--- src/rtl/accu_pkg.sv ---
// Shared constants and types for the accumulator pipeline.
//   SUM_W : width of the 4-beat sum from the accumulator
//   AVG_W : width of the stored / delivered mean
package accu_pkg;

  localparam int unsigned SUM_W = 10;
  localparam int unsigned AVG_W = 8;

  typedef logic [AVG_W-1:0] avg_t;

endpackage

--- src/rtl/accu_avg_fifo.sv ---
// Small circular FIFO of means sitting behind the output register.
// Ports:
//   clk, rst   clock, asynchronous active-high reset
//   wr, wdata  write strobe and mean to store (caller guarantees !full)
//   rd         pop strobe (caller guarantees !empty)
//   rdata      current head entry (combinational read of the head slot)
//   level      entries held, 0..DEPTH
//   full/empty status decoded from level
module accu_avg_fifo
  import accu_pkg::*;
#(
  parameter  int unsigned DEPTH = 4,
  localparam int unsigned AW    = $clog2(DEPTH),
  localparam int unsigned LW    = AW + 1
) (
  input  logic          clk,
  input  logic          rst,
  input  logic          wr,
  input  avg_t          wdata,
  input  logic          rd,
  output avg_t          rdata,
  output logic [LW-1:0] level,
  output logic          full,
  output logic          empty
);

  avg_t          mem [DEPTH];
  logic [AW-1:0] wr_ptr;
  logic [AW-1:0] rd_ptr;

  // Pointers wrap naturally at DEPTH (power of two); level is a separate counter.
  always_ff @(posedge clk or posedge rst) begin
    if (rst) begin
      wr_ptr <= '0;
      rd_ptr <= '0;
      level  <= '0;
    end else begin
      if (wr) wr_ptr <= wr_ptr + AW'(1);
      if (rd) rd_ptr <= rd_ptr + AW'(1);
      if (wr && !rd)      level <= level + LW'(1);
      else if (!wr && rd) level <= level - LW'(1);
    end
  end

  // Storage needs no reset: contents are only visible through level.
  always_ff @(posedge clk) begin
    if (wr) mem[wr_ptr] <= wdata;
  end

  assign rdata = mem[rd_ptr];
  assign full  = (level == LW'(DEPTH));
  assign empty = (level == '0);

endmodule

--- src/rtl/accu_avg_buf.sv ---
// Mean buffer behind the 4-beat accumulator: converts each 10-bit sum to an
// 8-bit mean, buffers it and delivers it through a registered output stage.
// Build option: ACCU_AVG_ROUND_EN selects round-half-up mean, else truncation.
// Ports:
//   clk, rst          clock, asynchronous active-high reset
//   data_in, valid_a  sum from accumulator and its valid
//   ready_a           space available (decoded from registered FIFO level)
//   data_out, valid_b registered mean and valid toward the consumer
//   ready_b           consumer accepts data_out
//   level             entries held in the FIFO, excluding the output register
module accu_avg_buf
  import accu_pkg::*;
#(
  parameter  int unsigned DEPTH = 4,
  localparam int unsigned AW    = $clog2(DEPTH)
) (
  input  logic             clk,
  input  logic             rst,
  input  logic [SUM_W-1:0] data_in,
  input  logic             valid_a,
  output logic             ready_a,
  output logic             valid_b,
  input  logic             ready_b,
  output logic [AVG_W-1:0] data_out,
  output logic [AW:0]      level
);

  // Mean of four samples; max sum 1020 keeps the result within 8 bits.
  function automatic avg_t mean(input logic [SUM_W-1:0] sum);
`ifdef ACCU_AVG_ROUND_EN
    mean = avg_t'(({1'b0, sum} + 11'd2) >> 2);
`else
    mean = avg_t'(sum >> 2);
`endif
  endfunction

  logic push;
  logic load;
  logic fifo_wr;
  logic fifo_rd;
  logic full;
  logic empty;
  avg_t head;
  avg_t mean_in;

  assign mean_in = mean(data_in);
  assign ready_a = !full;
  assign push    = valid_a && ready_a;
  assign load    = !valid_b || ready_b;

  // FIFO control: the head feeds the output first; an accepted beat bypasses
  // the FIFO only when it is empty and the output register can load.
  always_comb begin
    fifo_rd = 1'b0;
    fifo_wr = push;
    if (load && !empty) fifo_rd = 1'b1;
    else if (load && push) fifo_wr = 1'b0;
  end

  accu_avg_fifo #(
    .DEPTH (DEPTH)
  ) u_fifo (
    .clk   (clk),
    .rst   (rst),
    .wr    (fifo_wr),
    .wdata (mean_in),
    .rd    (fifo_rd),
    .rdata (head),
    .level (level),
    .full  (full),
    .empty (empty)
  );

  // Output register: holds under back-pressure, otherwise head > bypass > idle.
  always_ff @(posedge clk or posedge rst) begin
    if (rst) begin
      valid_b  <= 1'b0;
      data_out <= '0;
    end else if (load) begin
      if (!empty) begin
        valid_b  <= 1'b1;
        data_out <= head;
      end else if (push) begin
        valid_b  <= 1'b1;
        data_out <= mean_in;
      end else begin
        valid_b  <= 1'b0;
      end
    end
  end

endmodule

--- config.mk ---
export PLATFORM = sky130hd
export DESIGN_NAME = accu_avg_buf
export DESIGN_NICKNAME = d
export VERILOG_FILES = /design/src/rtl/accu_pkg.sv /design/src/rtl/accu_avg_fifo.sv /design/src/rtl/accu_avg_buf.sv
export SDC_FILE = /design/constraint.sdc
export NUM_CORES = 1
export LEC_CHECK = 0
export BUFFER_PORTS_ARGS = -buffer_cell sky130_fd_sc_hd__buf_4
export CAP_MARGIN = 25
export CORE_ASPECT_RATIO = 1.1
export CORE_UTILIZATION = 63
export CTS_BUF_LIST = sky130_fd_sc_hd__clkbuf_8
export DETAILED_ROUTE_END_ITERATION = 16
export GPL_ROUTABILITY_DRIVEN = 0
export PLACE_DENSITY = 0.92
export SYNTH_ARGS = -nofsm -noshare
export SYNTH_HDL_FRONTEND = slang
export SYNTH_SLANG_ARGS = --single-unit
--- constraint.sdc ---
create_clock -name clk -period 5.4 [get_ports clk]
set_input_delay 0.81 -clock clk [delete_from_list [all_inputs] [get_ports clk]]
set_output_delay 0.81 -clock clk [all_outputs]
set_load 0.005 [all_outputs]
* Word-level counts from Yosys, hierarchy flattened
Memories as Yosys holds them, arrays and structs flattened. Index checks and enable logic that the tools add are counted.
Storage, ports and cells: register bits 16, bits in latches 0, memory bits (writable) 32, ROM bits 0, input port bits 14, output and inout bits 13, word-level logic and storage cells 37, memories 1
Memory list:
- u_fifo.mem | words 4, bits a word 8, rd ports 1, clocked after memory_dff 0, write ports 1, RTL line accu_avg_fifo.sv:27 | avg_t mem [DEPTH];
Cells by class: $add $sub $neg 4, $mul 0, div/mod/pow operators 0, order comparisons 0, eq/ne operators 2, shift-type cells 0, mux-type cells 11, bitwise operators 0, reduce and logical (&&, ||, !) cells 14
Operators by type and width (number):
- 2-to-1 mux 8 bit | 2
- 2-to-1 mux 1 bit | 7
- 2-to-1 mux 3 bit | 2
- logical AND 1 bit | 5
- zero test 1 bit | 5
- adder 2 x 1 -> 2 bit, second input constant | 2
- adder 3 x 1 -> 3 bit, second input constant | 1
- == test 3 bit, second input constant | 1
- zero test 3 bit | 1
- subtractor 3 x 1 -> 3 bit, second input constant | 1
- != test 2 bit, second input constant | 1
- AND reduction 2 bit | 1
- nonzero test 2 bit | 1
- logical OR 1 bit | 1

* Depth between registers and ports, before layout
depth after elaboration 10, mapped depth 8

* Modules after synthesis
From an unflattened synthesis, not the netlist that was laid out.
Second synthesis, totals: cells, all modules 112, area total of the unflattened synthesis 2057.0 um^2
Modules (own cells, without submodules):
- accu_avg_fifo | times used 1, cells each 77, area an instance 1551.5 um^2, sequential area each 1136.1 um^2
- accu_avg_buf | times used 1, cells each 35, area an instance 505.5 um^2, sequential area each 225.2 um^2

* Worst setup path before layout
No wires, ideal clock.
path kind in2reg, from input ready_b, to register u_fifo.level[2], library setup time 0.104 ns, arrival 2.057 ns, required time 5.296 ns, setup slack 3.240 ns, cell stages on the path 6, cells stage by stage and2b_1 -> nand3_1 -> fa_1 -> nor3_1 -> nor3_1 -> a221oi_1
On the way: word-level cells in the longest chain between the ends 7
Ends and longest elaborated chain:
- start: declaration | RTL line accu_avg_buf.sv:23 | input logic ready_b,
- logical OR 1 bit (*) | RTL line accu_avg_buf.sv:49 | assign load = !valid_b || ready_b;
- logical AND 1 bit | RTL line accu_avg_buf.sv:57 | else if (load && push) fifo_wr = 1'b0;
- 2-to-1 mux 1 bit | RTL line accu_avg_buf.sv:57
- 2-to-1 mux 1 bit | RTL line accu_avg_buf.sv:56 | if (load && !empty) fifo_rd = 1'b1;
- zero test 1 bit | RTL line accu_avg_fifo.sv:41 | else if (!wr && rd) level <= level - LW'(1);
- logical AND 1 bit | RTL line accu_avg_fifo.sv:41
- nonzero test 2 bit (no source line)
- end signal: assignment | RTL line accu_avg_fifo.sv:40 | if (wr && !rd) level <= level + LW'(1);
- end signal: assignment | RTL line accu_avg_fifo.sv:41
- end: declaration | RTL line accu_avg_fifo.sv:22 | output logic [LW-1:0] level,
Mark *: on every way between the ends. The rest lies on a longest branch, timed or not. A chain may end at the register's enable or synchronous reset.

* Worst setup path after layout
Ends and elaborated chain as after synthesis.

==> metrics.md <==
| Metric | Value |
|---|---|
| Hold path cells | 2 |
| Switching Fraction | 0.320 |
| Most common flop cell mapped by yosys | edfxtp_1 |
| Worst path depth | 7 |
| Most frequent cell after synthesis | edfxtp_1 |
| Area grow syn2layout | 13.7% |
| Gr ovfl total | 0 |
| Worst setup SP type | input pin |
| Post-CTS repair timing setup buffer count | 0 |
| Hold buffer count at cts | 0 |
| Number of vias per cell | 6.37 |
| Pre-antenna DRT Iters | 5 |
| Synth top area cells | edfxtp_1, dfrtp_1, mux4_2 |
| Hold Crit Class | reg2reg |
| FF/Latch Area | 1360 µm² |
| WP buf/inv | 1 |
| Int Power | 0.000870 W |
| Mapped Area | 2070 µm² |
| Setup_tns | 0 ns |
| Synthesized area per cell | 15.3 µm² |
| Register area share after synthesis | 0.658 |
| Number of fillers in the final layout | 179 |
| Core Box Area | 3070 µm² |
| N_diodes | 0 |
| Worst rel slew slack | 0.556 |
| First-pass GRT wire length | 6400 µm |
| Worst setup EP type | register |
| Multi-input gate area | 654 µm² |
| Synth Register Bits | 48 |
| Hold Vio Cnt, Final | 0 |
| CTS Buf Count | 5 |
| Synth cell types | 35 |
| Die ar. | 3520 µm² |
| Worst-path maximum fanout | 7 |
| Part of the power in combinational logic | 0.333 |
| Post-DP HPWL | 2690 µm |
| Yosys Warn Count | 0 |
| Post-layout util | 0.765 |
| H-tree depth | 2 |
| Total Wirelength | 3860 µm |
| IO Port Bufs | 24 |
| Post-Syn Nets | 154 |
| Slew Limit Fails | 0 |
| Post-synth EDFFs | 32 |
| Resized cells post-CTS | 0 |
| Power share of the sequential group | 0.480 |
| Ys async rst share | 0.333 |
| Critical Setup Path Class | in2reg |
| WP data arrival | 2.43 ns |
| Clk_lat worst skew | 0.30 ns |
| Starting DRT DRC Count | 43 |
| Clock Skews | 0.00817 ns |
| Die width | 56.6 µm |
| GRT Util Overall | 0.254 |
| Clock Power Share | 0.186 |
| Post-synth top area share | 0.464 |
| Reg2Reg Depth | 7 |
| CTS tree | done |
| Worst path max stage delay | 0.44 ns |
| CP delay by family, top | simple AND/OR/NAND/NOR gates |
| CP max stage cell | fa_1 |
| Net load switching power | 0.000410 W |
| Min Tclk post-route | 2.24 ns |
| Clock Root Buffer | clkbuf_8 |
| Cells along the critical path | buf_4, and2b_1, nand3_1, fa_1, nor3_1, nor3_1, a221oi_1 |
| Fin worst setup slack | 3.16 ns |
| CTS Sinks | 48 |
| Routed vias | 1,235 |
| Vias in the first global route | 1,338 |
| # IOs | 27 |
| Max cap viols | 0 |
| Tightest Pin Transition | 0.666 ns |
| Max Fclk | 446 MHz |
| Die height | 62.1 µm |
| CP most frequent cell | nor3_1 |
| Largest net degree at the start of global routing | 17 |
| CTS max path bufs | 2 |
| WL/cell | 19.9 µm |
| Initial Util | 0.673 |
| Post-route ant nets | 0 |
| Cells after synthesis | 135 |
| Pleak | 0.906 nW |
| Pwr dens | 544 nW/µm² |
| Endpoints failing setup | 0 |
| Post-place setup slack | 2.89 ns |
| RSZ-0062 raised after global routing | no |
| Layout cell share with drive strength beyond 1 | 0.288 |
| Worst VDD drop | 0.000362 V |
| Status | complete, no violations |
| Worst EP required | 5.59 ns |
| Fin nets | 179 |
| Worst-path clk slew | 0.08 ns |
| Tcrit/Tclk final | 0.415 |
| # DRC | 0 |
| Initial antenna violation count | 0 |
| Synth top cells by count | edfxtp_1, dfrtp_1, nor2_1 |
| Num rows | 21 |
| Post-synth top area cell | edfxtp_1 |
tightest hold or removal path: cells and delay by family, from the launching register on:
| family | cells | cell delay, ns |
|---|---|---|
| DFF | 1 | 0.35 |
| and+or+nand+nor | 1 | 0.05 |
| AOI/OAI and AO/OA | 1 | 0.11 |
per-layer routing:
metal  vias to the layer above  global-route usage  part of all wire
met3                        10              0.0667             0.050
met4                         0               0.131             0.026
met2                        42               0.409              0.54
li1                        556                   -                 -
met5                         -                   0                 0
met1                       627               0.316              0.38
flip-flops by register name (all words and copies together), names as in the netlist:
| signal | cells |
|---|---|
| u_fifo.rd_ptr | 2 |
| data_out | 8 |
| u_fifo.wr_ptr | 2 |
| u_fifo.level | 3 |
| u_fifo.mem | 32 |
| valid_b | 1 |
power groups by stage:
| stage | registers (W) | clock network (W) | logic [W] |
|---|---|---|---|
| detailed placement | 0.000624 | 0 | 0.000427 |
| global route | 0.000630 | 0.000257 | 0.000467 |
| global placement | 0.000609 | 0 | 0.000394 |
| CTS | 0.000616 | 0.000242 | 0.000428 |
| finish | 0.000615 | 0.000239 | 0.000426 |
| floorplan | 0.000560 | 0 | 0.000342 |
through the flow:
| stage | total power (W) | hold slack [ns] | std cells | cell area, µm² |
|---|---|---|---|---|
| 4_1_cts | 0.00129 | 0.555 | 194 | 2350 |
| 3_5_place_dp | 0.00105 | 0.537 | 187 | 2250 |
| 6_report | 0.00128 | 0.551 | 194 | 2350 |
| 2_1_floorplan | 0.000903 | 0.519 | 135 | 2070 |
| 3_3_place_gp | 0.00100 | 0.512 | 187 | 2250 |
| 5_1_grt | 0.00135 | 0.590 | 194 | 2350 |
worst paths after layout:
| path | slack, ns | startpoint | to |
|---|---|---|---|
| min | 0.55 | data_out[6] | data_out[6] |
| max reg2reg | 3.35 | u_fifo.level[0] | u_fifo.level[2] |
| max in group asynchronous | 4.36 | rst | data_out[0] |
| max | 3.16 | ready_b | u_fifo.level[2] |
| min in group asynchronous | 0.61 | rst | u_fifo.level[1] |
| min reg2reg | 0.55 | data_out[6] | data_out[6] |
layout by cell type (no fill, tap or decap), types with 2 or more instances in the layout:
cell      count
a21oi_1       8
and3_1        5
buf_4        24
clkbuf_8      5
dfrtp_1      16
edfxtp_1     32
ha_1          4
inv_1         4
mux4_2        8
nand2_1       3
nand2b_1      2
nor2_1       13
nor2_2        2
nor3_1        2
o21ai_0       3
o22ai_1       8
xnor2_1       3
cell type report:
| type | instances | area share |
|---|---|---|
| flip-flops and latches | 48 | 0.579 |
| multi-input cells | 78 | 0.278 |
| repair buffers | 24 | 0.0766 |
| clock buffers | 5 | 0.0293 |
| well taps | 34 | 0.0181 |
| clock inverters | 2 | 0.0144 |
| inverters | 3 | 0.00479 |
cells by family after synthesis:
group	synth area share
adder cells (fa/ha/maj)	0.0339
buffers and inverters	0.0260
XOR/XNOR	0.0169
AO/OA/AOI/OAI	0.0732
AND/OR/NAND/NOR	0.0979
flip-flops	0.658
multiplexers	0.0943
Power figures use the tool's default switching activity.
